**src/rtl/store_buffer.sv**
```systemverilog
// Posted-write store buffer: queues lane-aligned stores with byte strobes,
// drains them in order over a valid/ready write port, and flags loads that
// hit the same word as a pending store.
module store_buffer #(
  parameter  int unsigned DEPTH        = 4,
  localparam int unsigned XLEN         = 32,
  localparam int unsigned MEM_TYPE_LEN = 2,
  localparam int unsigned CNT_W        = $clog2(DEPTH + 1)
) (
  input  logic                    clk,
  input  logic                    reset,
  input  logic                    st_valid,
  output logic                    st_ready,
  input  logic [XLEN-1:0]         st_addr,
  input  logic [XLEN-1:0]         st_data,
  input  logic [MEM_TYPE_LEN-1:0] st_type,
  output logic                    mem_valid,
  input  logic                    mem_ready,
  output logic [XLEN-1:0]         mem_addr,
  output logic [XLEN-1:0]         mem_wdata,
  output logic [3:0]              mem_wstrb,
  input  logic [XLEN-1:0]         ld_addr,
  input  logic                    ld_valid,
  output logic                    ld_hazard,
  output logic                    empty,
  output logic [CNT_W-1:0]        count
);

  localparam logic [MEM_TYPE_LEN-1:0] MEM_B = 2'd0;
  localparam logic [MEM_TYPE_LEN-1:0] MEM_H = 2'd1;
  localparam logic [MEM_TYPE_LEN-1:0] MEM_W = 2'd2;
  localparam int unsigned PTR_W = $clog2(DEPTH);
  localparam int unsigned WA_W  = XLEN - 2;

  logic [WA_W-1:0]  addr_q [DEPTH];
  logic [XLEN-1:0]  data_q [DEPTH];
  logic [3:0]       strb_q [DEPTH];
  logic [PTR_W-1:0] wr_ptr;
  logic [PTR_W-1:0] rd_ptr;
  logic [PTR_W-1:0] rel;
  logic [3:0]       st_strb;
  logic             push;
  logic             pop;
  logic             ld_addr_unused;

  assign st_ready  = (count != CNT_W'(DEPTH));
  assign empty     = (count == '0);
  assign mem_valid = !empty;
  assign push      = st_valid && st_ready;
  assign pop       = mem_valid && mem_ready;

  assign mem_addr  = {addr_q[rd_ptr], 2'b00};
  assign mem_wdata = data_q[rd_ptr];
  assign mem_wstrb = strb_q[rd_ptr];

  // Only the word address of a load participates in the hazard check.
  assign ld_addr_unused = ^ld_addr[1:0];

  // Byte strobes from store width and byte offset; halfword at offset 3 truncates.
  always_comb begin
    st_strb = 4'b1111;
    case (st_type)
      MEM_B:   st_strb = 4'b0001 << st_addr[1:0];
      MEM_H:   st_strb = 4'b0011 << st_addr[1:0];
      MEM_W:   st_strb = 4'b1111;
      default: st_strb = 4'b1111;
    endcase
  end

  // Entry payload written at the tail on push.
  always_ff @(posedge clk) begin
    if (push) begin
      addr_q[wr_ptr] <= st_addr[XLEN-1:2];
      data_q[wr_ptr] <= st_data;
      strb_q[wr_ptr] <= st_strb;
    end
  end

  // Pointers and occupancy count.
  always_ff @(posedge clk or posedge reset) begin
    if (reset) begin
      wr_ptr <= '0;
      rd_ptr <= '0;
      count  <= '0;
    end else begin
      if (push) wr_ptr <= wr_ptr + PTR_W'(1);
      if (pop)  rd_ptr <= rd_ptr + PTR_W'(1);
      case ({push, pop})
        2'b10:   count <= count + CNT_W'(1);
        2'b01:   count <= count - CNT_W'(1);
        default: count <= count;
      endcase
    end
  end

  // Word-match hazard against occupied entries; slot validity is derived from
  // its distance past rd_ptr rather than stored as a separate valid bit.
  always_comb begin
    ld_hazard = 1'b0;
    rel       = '0;
    for (int unsigned i = 0; i < DEPTH; i++) begin
      rel = PTR_W'(i) - rd_ptr;
      if (ld_valid && (CNT_W'(rel) < count) && (addr_q[i] == ld_addr[XLEN-1:2]))
        ld_hazard = 1'b1;
    end
  end

endmodule
```
**config.mk**
```make
export PLATFORM = sky130hd
export DESIGN_NAME = store_buffer
export DESIGN_NICKNAME = d
export VERILOG_FILES = /design/src/rtl/store_buffer.sv
export SDC_FILE = /design/constraint.sdc
export NUM_CORES = 1
export LEC_CHECK = 0
export ABC_AREA = 1
export BUFFER_PORTS_ARGS = -buffer_cell sky130_fd_sc_hd__buf_4
export CORE_ASPECT_RATIO = 0.8
export CORE_UTILIZATION = 59
export CTS_CLUSTER_SIZE = 20
export DETAILED_ROUTE_END_ITERATION = 16
export GPL_ROUTABILITY_DRIVEN = 0
export PLACE_DENSITY = 0.91
export SLEW_MARGIN = 20
export SYNTH_ARGS = -nofsm -noshare
export SYNTH_HDL_FRONTEND = slang
export SYNTH_SLANG_ARGS = --single-unit
```
**constraint.sdc**
```tcl
create_clock -name clk -period 7.3 [get_ports clk]
set_input_delay 1.46 -clock clk [delete_from_list [all_inputs] [get_ports clk]]
set_output_delay 1.46 -clock clk [all_outputs]
set_load 0.1 [all_outputs]
```
## Word level (Yosys, flattened, before mapping)

Memories as Yosys holds them, arrays and structs flattened.
Cells that the tools add are included.

- Mux-type cells: 8
- Add/subtract/negate cells: 8
- Magnitude comparators: 4
- Equality and inequality tests: 8
- Reductions and logical operators: 14
- Shifts and indexed selects: 2

Operator list:

| kind | number |
|---|---|
| $eq A30 B30 Y1 | 4 |
| $lt A2 B3 Y1 | 4 |
| $logic_and A1 B1 Y1 | 10 |
| $pmux W4 S2 | 1 |
| $mux W1 | 6 |
| $pmux W3 S2 | 1 |
| $add A2 B1 Y2 const B | 2 |
| $eq A2 B1 Y1 const B | 2 |
| $shl A1 B2 Y4 const A | 1 |
| $shl A2 B2 Y4 const A | 1 |
| $sub A1 B2 Y2 const A | 2 |
| $sub A2 B2 Y2 const A | 2 |
| $add A3 B1 Y3 const B | 1 |
| $logic_not A3 Y1 | 1 |
| $ne A3 B3 Y1 const B | 1 |
| $sub A3 B1 Y3 const B | 1 |
| $eq A2 B2 Y1 const B | 1 |
| $logic_not A2 Y1 | 1 |
| $reduce_bool A2 Y1 | 1 |
| $logic_not A1 Y1 | 1 |

- Input port bits: 103
- Word-level logic and storage cells: 50
- Output and inout port bits: 75
- Register bits: 7
- Memories: 3
- Memory bits (writable): 264

Memories:

| name | depth | width | rd ports | clocked after Yosys merged registers in | wr ports | line | source |
|---|---|---|---|---|---|---|---|
| data_q | 4 | 32 | 1 | 0 | 1 | 36 | `logic [XLEN-1:0] data_q [DEPTH];` |
| addr_q | 4 | 30 | 5 | 0 | 1 | 35 | `logic [WA_W-1:0] addr_q [DEPTH];` |
| strb_q | 4 | 4 | 1 | 0 | 1 | 37 | `logic [3:0] strb_q [DEPTH];` |

## Depth between registers and ports, before layout

Gate-level depths: netlist of the first run.

- Depth in word-level cells: 8
- Gate-level depth with buffers: 13
- Depth with buffers taken out: 12

## Worst setup path after synthesis of the first run

No wires, ideal clock.

- Kind: flip-flop to output port
- Start: reg count[0]
- End: out mem_valid
- Cell stages (with the launch flop): 3
- Required time: 5840 ps
- Data arrival time: 4440 ps
- Path buffers: 0
- Slack: 1400 ps
- Cell sequence: dfrtp_1 -> nor3_1 -> inv_1

- Longest elaborated chain between the ends: 2

RTL lines:

| item | line | source |
|---|---|---|
| start: declaration | 26 | `output logic [CNT_W-1:0] count` |
| start signal: assignment | 89 | `2'b10: count <= count + CNT_W'(1);` |
| start signal: assignment | 90 | `2'b01: count <= count - CNT_W'(1);` |
| start signal: assignment | 91 | `default: count <= count;` |
| $logic_not A3 Y1 | 47 | `assign empty = (count == '0);` |
| via empty | 25 | `output logic empty,` |
| $logic_not A1 Y1 | 48 | `assign mem_valid = !empty;` |
| end: declaration | 17 | `output logic mem_valid,` |

The timed path passes the listed nets, and every way through them passes these cells.

## Final worst setup path of the first run

- Start: reg rd_ptr[0]
- End: out ld_hazard

- Longest elaborated chain between the ends: 8
- Elaborated cells between the ends (all ways): 20
- Classes of those cells: 4 x add/sub; 4 x order compare; 4 x mux; 8 x reduce/logical

RTL lines:

| item | line | source |
|---|---|---|
| start: declaration | 39 | `logic [PTR_W-1:0] rd_ptr;` |
| start signal: assignment | 87 | `if (pop) rd_ptr <= rd_ptr + PTR_W'(1);` |
| $sub A1 B2 Y2 | 102 | `rel = PTR_W'(i) - rd_ptr;` |
| $lt A2 B3 Y1 | 103 | `if (ld_valid && (CNT_W'(rel) < count) && (addr_q[i] == ld_addr[XLEN-1:2]))` |
| $logic_and A1 B1 Y1 (2 in a row) | 103 |  |
| $mux W1 (3 in a row) | 103 |  |
| $mux W1 * | 103 |  |
| end: declaration | 24 | `output logic ld_hazard,` |

Every way passes the cells marked *; elsewhere a longest branch is shown, timed or not.

==> results of run 1 <==
## logic make-up (layout without fill, tap and decap cells)
group / count (synthesis) / count (layout) / share of synthesized area
flip-flops: 271 / 271 / 0.6665
AO/OA/AOI/OAI: 143 / 143 / 0.08419
XOR/XNOR: 34 / 34 / 0.02450
AND/OR/NAND/NOR: 469 / 469 / 0.1582
adder cells (fa/ha/maj): 10 / 10 / 0.01091
buffers and inverters: 157 / 351 / 0.05537
other: 1 / 2 / 0.0003085
## worst paths after layout
path / start / end / slack (ps) / cells after the start
setup / recovery: rd_ptr[0]$_DFFE_PP0P_ / ld_hazard / 2310 / 12
min in group asynchronous: reset / count[1]$_DFFE_PP0P_ / 870 / 2
hold / removal: count[1]$_DFFE_PP0P_ / count[1]$_DFFE_PP0P_ / 560 / 2
setup reg to reg: count[0]$_DFFE_PP0P_ / data_q[2][24]$_DFFE_PP_ / 4330 / 5
max in group asynchronous: reset / rd_ptr[1]$_DFFE_PP0P_ / 6180 / 2
hold reg to reg: count[1]$_DFFE_PP0P_ / count[1]$_DFFE_PP0P_ / 560 / 2
## Yosys cell counts, types with 2 or more instances
cell,number,area share
sky130_fd_sc_hd__a21oi_1,7,0.0029
sky130_fd_sc_hd__a22oi_1,55,0.034
sky130_fd_sc_hd__a22oi_2,10,0.010
sky130_fd_sc_hd__buf_2,19,0.0078
sky130_fd_sc_hd__buf_4,7,0.0043
sky130_fd_sc_hd__buf_6,4,0.0037
sky130_fd_sc_hd__clkbuf_1,5,0.0015
sky130_fd_sc_hd__clkbuf_2,3,0.0012
sky130_fd_sc_hd__dfrtp_1,7,0.014
sky130_fd_sc_hd__edfxtp_1,264,0.65
sky130_fd_sc_hd__ha_1,9,0.0093
sky130_fd_sc_hd__inv_1,110,0.034
sky130_fd_sc_hd__inv_2,9,0.0028
sky130_fd_sc_hd__nand2_1,284,0.088
sky130_fd_sc_hd__nand3_1,94,0.039
sky130_fd_sc_hd__nor2_1,81,0.025
sky130_fd_sc_hd__nor2_4,2,0.0019
sky130_fd_sc_hd__nor3_1,3,0.0012
sky130_fd_sc_hd__o211ai_1,16,0.0099
sky130_fd_sc_hd__o21ai_0,38,0.016
sky130_fd_sc_hd__o21ai_1,2,0.00082
sky130_fd_sc_hd__o221ai_1,13,0.0094
sky130_fd_sc_hd__xnor2_1,21,0.015
sky130_fd_sc_hd__xor2_1,13,0.0094
## flip-flops by register name, indices dropped and copies added (netlist names)
signal,cells
data_q,128
count,3
wr_ptr,2
rd_ptr,2
strb_q,16
addr_q,120
## stage by stage
step                      std cells  hold WS (ps)  setup slack [ps]  area [µm²]    util
after floorplan                1086         556.6              1400       12160       -
after global placement         1493         520.4              2792       13660  0.6818
after global routing           1544         599.7              2171       14580  0.7277
after CTS                      1541         577.3              2267       14500  0.7240
after detailed placement       1493         562.9              2825       13660  0.6818
final                          1544         562.0              2308       14580  0.7277
## area by class of cell
type	instances	area [µm²]
Inverter	119	446.7
Tap cell	264	330.3
Clock buffer	37	723.2
Clock inverter	11	121.4
Sequential cell	271	8105
Fill cell	1291	5454
Timing Repair Buffer	184	1434
Multi-Input combinational cell	658	3415
## worst max-delay path: stages (launching register included)
cell                      delay [ps]
sky130_fd_sc_hd__dfrtp_2         440
sky130_fd_sc_hd__nor2_8          600
sky130_fd_sc_hd__inv_2           470
sky130_fd_sc_hd__nand2_1         250
sky130_fd_sc_hd__inv_1            60
sky130_fd_sc_hd__ha_1            260
sky130_fd_sc_hd__a21oi_1         130
sky130_fd_sc_hd__or2_0           130
sky130_fd_sc_hd__nand3_1          70
sky130_fd_sc_hd__nor2_1          100
sky130_fd_sc_hd__nor2_1           50
sky130_fd_sc_hd__nand2_1         110
sky130_fd_sc_hd__buf_4           310
## cells in the final DEF (no fill, tap or decap), types with 10 or more instances in the layout
cell                        Yosys  routed
sky130_fd_sc_hd__edfxtp_1     264     264
sky130_fd_sc_hd__clkbuf_16      0      27
sky130_fd_sc_hd__o21ai_0       38      38
sky130_fd_sc_hd__xor2_1        13      13
sky130_fd_sc_hd__inv_1        110     110
sky130_fd_sc_hd__xnor2_1       21      21
sky130_fd_sc_hd__nor2_1        81      77
sky130_fd_sc_hd__a22oi_2       10      10
sky130_fd_sc_hd__nand3_1       94      94
sky130_fd_sc_hd__o221ai_1      13      13
sky130_fd_sc_hd__nand2_1      284     284
sky130_fd_sc_hd__a22oi_1       55      55
sky130_fd_sc_hd__o211ai_1      16      16
sky130_fd_sc_hd__buf_4          7     181
## routing by layer
layer	vias to the layer above	share of wire
met5	-	0
met1	4308	0.38
li1	4114	-
met3	142	0.14
met2	696	0.44
met4	0	0.038
==> impl_metrics.json, run 1 <==
{
  "post-cts-setup-buffers": 0,
  "timing_max_transition_violations_final": 0,
  "clock_tree_from_tritoncts": "yes",
  "final_antenna_net_count": 0,
  "diodes": 0,
  "ys_ff_latch": 271,
  "drv.max_cap_violation_count": 0,
  "worst_pin_slew_ps": 1042,
  "nets": 1374,
  "global_route.peak_usage_layer": "met2",
  "worst-endpoint-arrival_ps": 3530,
  "layout-drive-gt1-share": 0.1945,
  "clk_transition_reported_paths_ps": 60,
  "die_area_um2": 21190,
  "cts-hold-fix-buffers": 0,
  "worstSetupPathType": "reg -> out",
  "wirelength_um": 32040,
  "yosys.cell_types.count": 33,
  "required_ps": 5840,
  "setup_violations": 0,
  "placement_rows": 46,
  "buffer_cell_driving_the_clock_tree_root": "sky130_fd_sc_hd__clkbuf_16",
  "fin_worst_skew_ps": 22.97,
  "first_global_vias": 8725,
  "worst_setup_path_end_kind": "output pin",
  "syn2layout_area_growth_pct": 19.89,
  "syn_avg_cell_area_um2": 11.20,
  "numCtsBuffers": 27,
  "start_util": 0.6069,
  "grt_start_max_net_pins": 67,
  "tns_ps": 0,
  "drt-pass1-iter-count": 6,
  "post_synth_instance_area_um2": 12160,
  "grt.met1_usage": 0.4103,
  "timing.slew.headroom": 0.3051,
  "ys_seq_area_frac": 0.6665,
  "grt_first_pass_wirelength_um": 47210,
  "clock_tree.buffer_depth": 3,
  "rsz_0062_raised_after_global_routing": "no",
  "ys.warnings.count": 0,
  "grt_antenna_before_repair": 1,
  "clock_network_latency_to_the_later_pin_of_the_worst_skew_pair_ps": 560,
  "synth_edf_count": 264,
  "dominantRegCellSynth": "sky130_fd_sc_hd__edfxtp_1",
  "timing.final.hold_violations": 0,
  "cp_max_fanout": 45,
  "num_vias": 9260,
  "sort_of_element_at_the_start_of_the_critical_path": "register",
  "period_utilisation_layout": 0.6839,
  "detailedPlacementHpwl_um": 20620,
  "coreArea_um2": 20030,
  "cts.sink_count": 271,
  "grt_util_met2": 0.4585,
  "ys_async_sr_fraction": 0.02583,
  "hp-class": "reg -> reg",
  "post_cts.resized_instances": 0,
  "ctsHtreeMaxLevel": 1,
  "grt.met3_usage": 0.08933,
  "initialDrtViolationCount": 1130,
  "syn_inst": 1085,
  "globalRouteTotalUtil": 0.2999,
  "drt-wirelength-per-cell_um": 20.75,
  "route.detailed.vias_per_inst": 5.997,
  "upper_clock_frequency_limit_mhz": 200.3,
  "dieHeight_um": 130.4,
  "globalRoute.totalOverflow": 0,
  "fin_crit_ps": 4992,
  "io_buffer_count": 173,
  "post-route-drc-count": 0,
  "floorplan.die.width_um": 162.5,
  "pin_count": 178,
  "run_status": "finished, final reports clean"
}
Power of run 1 is not shown: default switching activity piles up to over one toggle a cycle in this logic, so the estimate is an artifact.
==> run 2, diff against run 1 <==
--- a/config.mk
+++ b/config.mk
@@ -8,11 +8,11 @@
 export ABC_AREA = 1
 export BUFFER_PORTS_ARGS = -buffer_cell sky130_fd_sc_hd__buf_4
 export CORE_ASPECT_RATIO = 0.8
-export CORE_UTILIZATION = 59
+export CORE_UTILIZATION = 52
 export CTS_CLUSTER_SIZE = 20
 export DETAILED_ROUTE_END_ITERATION = 16
 export GPL_ROUTABILITY_DRIVEN = 0
-export PLACE_DENSITY = 0.91
+export PLACE_DENSITY = 0.86
 export SLEW_MARGIN = 20
 export SYNTH_ARGS = -nofsm -noshare
 export SYNTH_HDL_FRONTEND = slang
==> constraint.sdc (replaced) <==
create_clock -name clk -period 4.5 [get_ports clk]
set_input_delay 0.9 -clock clk [delete_from_list [all_inputs] [get_ports clk]]
set_output_delay 0.9 -clock clk [all_outputs]
set_load 0.1 [all_outputs]
==> impl_metrics.json, run 2 (same netlist as run 1, synthesis figures left out) <==
{
  "run_status": "finished, final reports clean",
  "timing_max_transition_violations_final": 0,
  "globalRouteTotalUtil": 0.2594,
  "grt_antenna_before_repair": 0,
  "grt_start_max_net_pins": 66,
  "launch_point_of_the_worst_reg_to_reg_path": "count[1]$_DFFE_PP0P_",
  "period_utilisation_layout": 0.9223,
  "sort_of_element_at_the_start_of_the_critical_path": "register",
  "biggest_register": "data_q",
  "fin_worst_skew_ps": 7.440,
  "layout_common_cells": "284 x sky130_fd_sc_hd__nand2_1, 264 x sky130_fd_sc_hd__edfxtp_1, 179 x sky130_fd_sc_hd__buf_4",
  "post_cts.resized_instances": 0,
  "dieHeight_um": 138.8,
  "worst_setup_path_end_kind": "output pin",
  "tns_ps": 0,
  "clk_transition_reported_paths_ps": 60,
  "buffer_cell_driving_the_clock_tree_root": "sky130_fd_sc_hd__clkbuf_16",
  "detailedPlacementHpwl_um": 20780,
  "worst_pin_slew_ps": 949.8,
  "upper_clock_frequency_limit_mhz": 240.9,
  "post-route-drc-count": 0,
  "drt-pass1-iter-count": 5,
  "r2r_slack_ps": 2040,
  "wirelength_um": 31690,
  "ctsHtreeMaxLevel": 1,
  "cts-hold-fix-buffers": 0,
  "diodes": 0,
  "worst-endpoint-arrival_ps": 3250,
  "placement_rows": 49,
  "clock_tree_from_tritoncts": "yes",
  "globalRoute.totalOverflow": 0,
  "multiInputGateArea_um2": 3420,
  "fin_util": 0.6480,
  "post-cts-setup-buffers": 0,
  "num_vias": 9103,
  "layout-drive-gt1-share": 0.2003,
  "fillerInstances": 1691,
  "syn2layout_area_growth_pct": 20.91,
  "rsz_0062_raised_after_global_routing": "no",
  "timing.slew.headroom": 0.3652,
  "cts.sink_count": 271,
  "cp_max_fanout": 23,
  "largest_reg_flops": 128,
  "first_global_vias": 8728,
  "nets": 1372,
  "reg.largest.list": "data_q x128, addr_q x120, strb_q x16",
  "io_buffer_count": 173,
  "initialDrtViolationCount": 869,
  "worstSetupPathType": "reg -> out",
  "fin_crit_ps": 4150,
  "start_util": 0.5359,
  "drt-wirelength-per-cell_um": 20.01,
  "pin_count": 178,
  "drv.max_cap_violation_count": 0,
  "numCtsBuffers": 26,
  "hp-class": "in -> async",
  "layout.cells.most_common": "sky130_fd_sc_hd__nand2_1",
  "clock_tree.buffer_depth": 3,
  "coreArea_um2": 22680,
  "crit-reg2reg-capture": "count[2]$_DFFE_PP0P_",
  "grt_first_pass_wirelength_um": 47730,
  "reg2reg_depth": 9,
  "die_area_um2": 24000,
  "setup_violations": 0,
  "final_antenna_net_count": 0,
  "layout.area.seq_um2": 8105,
  "required_ps": 3600,
  "clock_network_latency_to_the_later_pin_of_the_worst_skew_pair_ps": 530,
  "route.detailed.vias_per_inst": 5.747,
  "timing.critical_path.from": "rd_ptr[1]$_DFFE_PP0P_",
  "floorplan.die.width_um": 172.9,
  "timing.final.hold_violations": 0
}
-- run 2: layer usage --
layer | vias to the layer above | GRT usage | routed length (µm) | part of all wire
met4 | 0 | 0.08663 | 915 | 0.029
met3 | 74 | 0.07100 | 4024 | 0.13
met1 | 4301 | 0.3456 | 12030 | 0.38
li1 | 4100 | - | - | -
met2 | 628 | 0.4140 | 14720 | 0.46
met5 | - | 0 | 0 | 0
-- run 2: layout make-up --
cell class              instances  area share
flip-flops and latches        271      0.5514
multi-input cells             658      0.2326
repair buffers                183     0.09687
clock buffers                  33     0.04963
inverters                     119     0.03039
well taps                     306     0.02605
clock inverters                14     0.01302
-- run 2: per-stage QoR --
| stage | std cells | hold slack [ps] | area, µm² | worst slack, ps |
|---|---|---|---|---|
| after floorplan | 1086 | 556.6 | 12180 | -282.4 |
| after global placement | 1537 | 544.4 | 13780 | 986.4 |
| after detailed placement | 1537 | 566.1 | 13780 | 971.9 |
| after CTS | 1584 | 290.5 | 14700 | 404.0 |
| after global routing | 1584 | 312.2 | 14700 | 143.8 |
| final | 1584 | 295.3 | 14700 | 349.7 |
-- run 2: critical path, cell delays in order, from the launching register on --
cell and delay, ps:
sky130_fd_sc_hd__dfrtp_2 600, sky130_fd_sc_hd__inv_2 200, sky130_fd_sc_hd__nor2_8 40, sky130_fd_sc_hd__inv_2 450
sky130_fd_sc_hd__nand2_1 190, sky130_fd_sc_hd__inv_1 90, sky130_fd_sc_hd__ha_1 220, sky130_fd_sc_hd__a21oi_1 140
sky130_fd_sc_hd__or2_0 130, sky130_fd_sc_hd__nand3_1 70, sky130_fd_sc_hd__nor2_1 110, sky130_fd_sc_hd__nor2_1 50
sky130_fd_sc_hd__nand2_1 120, sky130_fd_sc_hd__buf_4 310
-- run 2: how the worst max path moves through the flow --
stage                     cells after the start                     end  slack (ps)
after global routing                         13               ld_hazard         140
after global placement                       13               ld_hazard         990
after detailed placement                     13               ld_hazard         970
final                                        13               ld_hazard         350
after floorplan                               4  addr_q[0][0]$_DFFE_PP_        -280
after CTS                                    13               ld_hazard         400
Power of run 2 is left out for the same reason.
==> run 3, diff against run 2 <==
==> constraint.sdc (replaced) <==
create_clock -name clk -period 4.5 [get_ports clk]
set_input_delay 0.9 -clock clk [delete_from_list [all_inputs] [get_ports clk]]
set_output_delay 0.9 -clock clk [all_outputs]
set_load 0.01 [all_outputs]
==> impl_metrics.json, run 3 (same netlist as run 1, synthesis figures left out) <==
{
  "cts.sink_count": 271,
  "layoutNonFillerInstCount": 1587,
  "grt_first_pass_wirelength_um": 48880,
  "fin_worst_skew_ps": 10.65,
  "setup_violations": 0,
  "layout-drive-gt1-share": 0.1970,
  "run_status": "finished, final reports clean",
  "layout.cells.most_common": "sky130_fd_sc_hd__nand2_1",
  "worst-endpoint-arrival_ps": 3060,
  "cp_cell_sequence": "nor2_8 > inv_2 > nand2_1 > inv_1 > ha_1 > a21oi_1 > or2_0 > nand3_1 > nor2_1 > nor2_1 > nand2_1 > buf_4",
  "layout_common_cells": "284 x sky130_fd_sc_hd__nand2_1, 264 x sky130_fd_sc_hd__edfxtp_1, 178 x sky130_fd_sc_hd__buf_4",
  "timing.final.hold_violations": 0,
  "timing_max_transition_violations_final": 0,
  "coreArea_um2": 22680,
  "largest_reg_flops": 128,
  "floorplan.die.width_um": 172.9,
  "io_buffer_count": 173,
  "grt.met3_usage": 0.08251,
  "worst_pin_slew_ps": 926.8,
  "buffer_cell_driving_the_clock_tree_root": "sky130_fd_sc_hd__clkbuf_16",
  "drt-pass1-iter-count": 8,
  "hp-class": "in -> async",
  "post_cts.resized_instances": 0,
  "power.switching_uw": 3331,
  "cp_max_fanout": 23,
  "timing.slew.headroom": 0.3807,
  "start_util": 0.5359,
  "grt_antenna_before_repair": 1,
  "dpl_cell_area_um2": 13790,
  "stdcell_area_um2": 14610,
  "route.detailed.vias_per_inst": 5.682,
  "grt_util_met2": 0.4196,
  "worstSetupPathType": "reg -> out",
  "sort_of_element_at_the_start_of_the_critical_path": "register",
  "post-cts-setup-buffers": 0,
  "clock_network_latency_to_the_later_pin_of_the_worst_skew_pair_ps": 530,
  "crit_path_top_delay_cell": "sky130_fd_sc_hd__dfrtp_2",
  "fin_crit_ps": 3959,
  "vdd_ir_drop_max_mv": 0.5112,
  "biggest_register": "data_q",
  "worst_path_largest_cell_delay_ps": 630,
  "grt_start_max_net_pins": 66,
  "nets": 1372,
  "worst_setup_path_end_kind": "output pin",
  "tns_ps": 0,
  "required_ps": 3600,
  "global_route.peak_usage_layer": "met2",
  "cts-hold-fix-buffers": 0,
  "drv.max_cap_violation_count": 0,
  "first_global_vias": 8879,
  "period_utilisation_layout": 0.8799,
  "r2r_slack_ps": 1990,
  "detailedPlacementHpwl_um": 21070,
  "die_area_um2": 24000,
  "post-route-drc-count": 0,
  "clk_transition_reported_paths_ps": 60,
  "clock_tree_from_tritoncts": "yes",
  "numCtsBuffers": 26,
  "p_int_uw": 5819,
  "grt.met1_usage": 0.3475,
  "placement_rows": 49,
  "power.share.switching": 0.3641,
  "reg.largest.list": "data_q x128, addr_q x120, strb_q x16",
  "num_vias": 9018,
  "final_antenna_net_count": 0,
  "clock_tree.buffer_depth": 3,
  "total_power_density_per_cell_area_nw_per_um2": 626.2,
  "globalRoute.totalOverflow": 0,
  "clkPwrFrac": 0.232,
  "upper_clock_frequency_limit_mhz": 252.6,
  "drt-wirelength-per-cell_um": 20.33,
  "power.sequential.fraction": 0.391,
  "ctsHtreeMaxLevel": 1,
  "pin_count": 178,
  "dieHeight_um": 138.8,
  "rsz_0062_raised_after_global_routing": "no",
  "syn2layout_area_growth_pct": 20.20,
  "leakage_uw": 0.005868,
  "globalRouteTotalUtil": 0.2661,
  "wirelength_um": 32270,
  "share_comb_of_total_power": 0.377,
  "dpl.cell_count": 1537,
  "initialDrtViolationCount": 1144
}
==> run 3: changes by cell type in the layout (fill, tap and decap cells not counted), sizes merged <==
cell      previous run  this run
bufinv               4         2
clkbuf              33        29
clkinv               7        16
clkinvlp             3         0
diode                0         2
inv                119       120
==> run 3: metrics by stage <==
stage	hold WS, ps	util	worst slack [ps]	total power [µW]
floorplan	554.4	-	166.3	5497
global placement	536.4	0.6077	1284	6956
detailed placement	558.5	0.6077	1246	7036
CTS	301.0	0.6440	594.7	9157
global route	331.7	0.6440	413.5	9552
finish	299.5	0.6442	540.5	9150
==> run 3: worst paths after layout <==
kind	start	to	cells after the start
worst max-delay path	rd_ptr[0]$_DFFE_PP0P_	ld_hazard	12
worst min-delay path	reset	rd_ptr[1]$_DFFE_PP0P_	2
worst max register to register	count[0]$_DFFE_PP0P_	data_q[1][4]$_DFFE_PP_	5
worst min register to register	count[1]$_DFFE_PP0P_	count[1]$_DFFE_PP0P_	2
max in group asynchronous	reset	rd_ptr[0]$_DFFE_PP0P_	2
min in group clk	st_addr[27]	addr_q[0][25]$_DFFE_PP_	1
==> run 3: power by group through the flow <==
stage	clock [µW]	combinational (µW)	sequential, µW
after floorplan	0	1920	3580
after global placement	0	3360	3600
after detailed placement	0	3410	3630
after CTS	2140	3440	3580
after global routing	2230	3700	3620
final	2120	3450	3580
==> run 3: area by class of cell <==
cell class              count  area (µm²)
flip-flops and latches    271        8105
fillers                  1698        8071
multi-input cells         658        3415
repair buffers            183        1436
clock buffers              29       661.9
inverters                 119       446.7
well taps                 306       382.9
clock inverters            19       160.2
diodes                      2       5.005
==> run 3: worst max-delay path, delay by kind of cell (launching register included) <==
family	cells	cell delay (ps)
DFF	1	630
adders and majority gates	1	230
and+or+nand+nor	7	820
AOI/OAI and AO/OA	1	150
buffers and inverters	3	690
==> run 3: routing by layer <==
layer | part of all wire | vias to the layer above
li1 | - | 4107
met5 | 0 | -
met2 | 0.46 | 579
met1 | 0.38 | 4247
met4 | 0.037 | 0
met3 | 0.13 | 85
(Power assumes the default switching activity.)
